[config.mk]
export PLATFORM = sky130hd
export DESIGN_NAME = rr_mux2_arbiter
export DESIGN_NICKNAME = d
export VERILOG_FILES = /design/src/rtl/rr_mux2_arbiter.sv
export SDC_FILE = /design/constraint.sdc
export NUM_CORES = 1
export LEC_CHECK = 0
export CELL_PAD_IN_SITES_DETAIL_PLACEMENT = 0
export CELL_PAD_IN_SITES_GLOBAL_PLACEMENT = 1
export CORE_MARGIN = 3
export CORE_UTILIZATION = 25
export CTS_BUF_LIST = sky130_fd_sc_hd__clkbuf_16
export DETAILED_ROUTE_END_ITERATION = 10
export HOLD_SLACK_MARGIN = 0.1
export PLACE_DENSITY = 0.71
export SYNTH_ARGS = -nofsm -noshare
export SYNTH_HDL_FRONTEND = slang
export SYNTH_SLANG_ARGS = --single-unit
[constraint.sdc]
create_clock -name clk -period 1.3 [get_ports clk]
set_clock_uncertainty 0.15 [all_clocks]
set_input_delay 0.13 -clock clk [delete_from_list [all_inputs] [get_ports clk]]
set_output_delay 0.13 -clock clk [all_outputs]
set_load 0.01 [all_outputs]
[src/rtl/rr_mux2_arbiter.sv]
// Round-robin arbiter for two valid/ready sources feeding a one-entry registered output.
// Define RR_MUX2_STATS_EN to add saturating per-source grant counters with a synchronous clear.
module rr_mux2_arbiter #(
    parameter int WIDTH = 8
) (
    input  logic             clk,
    input  logic             rst_n,
    input  logic             a0_valid,
    input  logic [WIDTH-1:0] a0_data,
    output logic             a0_ready,
    input  logic             a1_valid,
    input  logic [WIDTH-1:0] a1_data,
    output logic             a1_ready,
    output logic             y_valid,
    output logic [WIDTH-1:0] y_data,
    input  logic             y_ready,
    output logic             s
`ifdef RR_MUX2_STATS_EN
    ,
    input  logic             cnt_clr,
    output logic [15:0]      cnt_a0,
    output logic [15:0]      cnt_a1
`endif
);

    // Handshake: a word moves on any port exactly when valid & ready are both high at a
    // rising clk edge; ready may depend on valid, valid never depends on ready.

    logic can_load;
    logic grant_a0;
    logic grant_a1;
    logic last_grant;

    always_comb begin
        can_load = !y_valid || y_ready;
        grant_a0 = 1'b0;
        grant_a1 = 1'b0;
        if (can_load) begin
            // On contention the source that did not win last time goes next.
            if (a0_valid && a1_valid) begin
                grant_a0 = last_grant;
                grant_a1 = !last_grant;
            end else begin
                grant_a0 = a0_valid;
                grant_a1 = a1_valid;
            end
        end
    end

    assign a0_ready = grant_a0;
    assign a1_ready = grant_a1;

    always_ff @(posedge clk or negedge rst_n) begin
        if (!rst_n) begin
            y_valid    <= 1'b0;
            y_data     <= '0;
            s          <= 1'b0;
            last_grant <= 1'b1;
        end else if (grant_a0) begin
            y_valid    <= 1'b1;
            y_data     <= a0_data;
            s          <= 1'b0;
            last_grant <= 1'b0;
        end else if (grant_a1) begin
            y_valid    <= 1'b1;
            y_data     <= a1_data;
            s          <= 1'b1;
            last_grant <= 1'b1;
        end else if (y_ready) begin
            y_valid    <= 1'b0;
        end
    end

`ifdef RR_MUX2_STATS_EN
    // Counters stick at all-ones instead of wrapping; clear wins over a same-cycle grant.
    always_ff @(posedge clk or negedge rst_n) begin
        if (!rst_n) begin
            cnt_a0 <= '0;
            cnt_a1 <= '0;
        end else if (cnt_clr) begin
            cnt_a0 <= '0;
            cnt_a1 <= '0;
        end else begin
            if (grant_a0 && (cnt_a0 != 16'hFFFF)) cnt_a0 <= cnt_a0 + 16'd1;
            if (grant_a1 && (cnt_a1 != 16'hFFFF)) cnt_a1 <= cnt_a1 + 16'd1;
        end
    end
`endif

endmodule

==> results.ini <==
[placement]
place_congestion=0.725
pre_cts_ws_ns=-0.510
dp_hpwl_um=1420
io_buffers=32

[global_routing]
grt_start_max_net_pins=12
grt_antenna_before_repair=0
first_global_vias=698
grt_pass1_wl_um=3290
grt.total_usage_pct=13.4
grt-ovfl-total=0

[clock_tree]
cts_buffer_depth=2
clk_pin_slew_ns=0.04
worstSkewPairLatency_ns=0.24
cts_tree=yes
cts.sinks=11
cts_buffers=3
ctsHtreeMaxLevel=1
cts_root_buf=clkbuf_16

[layout]
antennaDiodeCount=0
fin_util_pct=52.6
syn_to_final_growth_pct=91.7
multi_input_area_um2=378
fill_cells=225
drive_above_1_share_pct=34.6
ff_latch_area_um2=277
nets=126

[run_status]
violations=negative setup slack
status=finished, violations left

[synth]
synth_seq_area_share_pct=43.8
synth.area.top_cells=dfrtp_1, o311ai_2, nand4_1
yosys.area.top_type=dfrtp_1
syn_avg_cell_area_um2=10.9
syn_area_um2=631
synth.distinct_cells=16
syn_inst=58
ys_ff_latch=11
synth_warnings=0
syn_nets=79
yosys.area.top_type_share_pct=39.7

[worst_setup_path]
cp_data_required_time_ns=1.02
endpoint_kind=output port
worstReg2RegEnd=y_data[2]$_DFFE_PN0P_
r2r_cells=4
crit_fanout=3
start_kind=flop
timing_worst_setup_path_type=reg -> out
r2r_start=last_grant$_DFFE_PN1P_
r2r_slack_ns=-0.09
crit_arrival_ns=1.17

[route]
drt_iter0_markers=8
viasPerCell=5.03
totalWireLength_um=1970
drc_errors=0
ant_nets=0
avgRoutedWirePerCell_um=14.9
vias=664
first_pass_iters=4

[worst_hold_path]
min_path_type=reg -> reg
hp-start=s$_DFFE_PN0P_
worstHoldEndpoint=s$_DFFE_PN0P_
min_path_cells=1

[timing]
worst_pin_slew_ns=0.478
hold_viol_final=0
rsz0062_at_grt=yes
relSlewSlack_pct=68.0
finalCriticalPeriod_ns=1.45
max_freq_mhz=690
layout_setup_ws_ns=-0.149
setup_viol=10
fin_crit_sh_pct=111
drv_slew=0

[die]
coreArea_um2=2300
initial_core_util_pct=27.5
die-area_um2=3160
die_w_um=56.2
ios=33
fp-row-count=17
die_h_um=56.2

[job]
maxCapViolCount=0

[power_and_ir_drop]
p_per_area_nw_per_um2=1160
leakage_nw=0.537
ir_drop_v=0.000642

==> worst max-delay path, cell delays in order (launching register included) <==
cell and delay [ns]:
dfstp_2 0.53, nand2b_4 0.12, and3_4 0.18, buf_6 0.10
==> routing by layer <==
metal / part of all wire (%) / GRT usage, %
met1: 42 / 17.2
met2: 48 / 21.2
met3: 7.8 / 3.94
met4: 1.3 / 5.08
met5: 0 / 0
==> cells in the mapped netlist <==
| library cell | instances |
|---|---|
| dfrtp_1 | 10 |
| inv_1 | 8 |
| nand4_1 | 8 |
| o21ai_0 | 8 |
| o311ai_2 | 8 |
| a21o_1 | 2 |
| buf_2 | 2 |
| buf_6 | 2 |
| nand2_1 | 2 |
| nand2b_1 | 2 |
| and3_1 | 1 |
| and3_4 | 1 |
| dfstp_2 | 1 |
| nor2_1 | 1 |
| nor2b_1 | 1 |
| o21ai_2 | 1 |
==> state kept, by name (all words and copies together) (netlist names) <==
name,count
last_grant,1
y_data,8
y_valid,1
s,1
==> stage by stage <==
stage	TNS [ns]	power, mW	instances	hold slack, ns	area, um2
finish	-0.964	1.40	132	0.328	1210
global route	-1.71	1.47	132	0.356	1210
CTS	-1.53	1.39	133	0.334	1190
detailed placement	-5.54	0.831	125	0.304	1040
global placement	-5.44	0.827	125	0.299	1040
floorplan	-1.02	0.609	58	-0.316	642
==> placed cells by master (no fill, tap or decap), types with 2 or more instances in the layout <==
| master | count |
|---|---|
| a21o_1 | 2 |
| buf_4 | 10 |
| buf_6 | 3 |
| clkbuf_16 | 3 |
| clkdlybuf4s50_1 | 18 |
| dfrtp_1 | 10 |
| dlygate4sd2_1 | 11 |
| inv_1 | 9 |
| nand2_1 | 2 |
| nand2b_4 | 2 |
| nand4_1 | 8 |
| o21ai_1 | 4 |
| o21ai_2 | 4 |
| o21ai_4 | 2 |
| o311ai_2 | 5 |
| o311ai_4 | 3 |
==> power by group <==
group | switching (mW) | internal, mW | leakage [nW]
combinational | 0.186 | 0.230 | 0.366
clock | 0.153 | 0.404 | 0.0423
sequential | 0.0290 | 0.400 | 0.128
==> final cells by class <==
class / instances / area share, %
clock buffer: 3 / 6.21
clock inverter: 1 / 0.311
inverter: 8 / 2.48
multi-input combinational: 36 / 31.3
sequential: 11 / 22.9
tap: 28 / 2.90
timing repair buffer: 45 / 34.0
==> how the worst max path moves through the flow <==
stage                                 from                    end  slack (ns)  cells after the start
finish              last_grant$_DFFE_PN1P_               a0_ready       -0.15                      3
global route        last_grant$_DFFE_PN1P_               a0_ready       -0.20                      3
CTS                 last_grant$_DFFE_PN1P_               a0_ready       -0.17                      3
detailed placement                 y_ready               a0_ready       -0.51                      4
global placement                   y_ready               a1_ready       -0.48                      4
floorplan           last_grant$_DFFE_PN1P_  y_data[0]$_DFFE_PN0P_       -0.13                      5
==> what timing repair did <==
action                                 in CTS  in global routing
resized for setup                          31                 15
buffers inserted                            2                  0
hold buffers                                1                  0
setup endpoints to repair                  22                 13
endpoints found under the hold margin      10                  0
cloned                                      1                  0
==> cell families (layout without fill, tap and decap cells) <==
kind of cell / count (synthesis) / count (layout) / share of synthesized area (%)
AO/OA/AOI/OAI: 19 / 20 / 30.8
buffers and inverters: 12 / 57 / 9.92
flip-flops: 11 / 11 / 43.8
AND/OR/NAND/NOR: 16 / 16 / 15.5
Power figures use the tool's default switching activity.
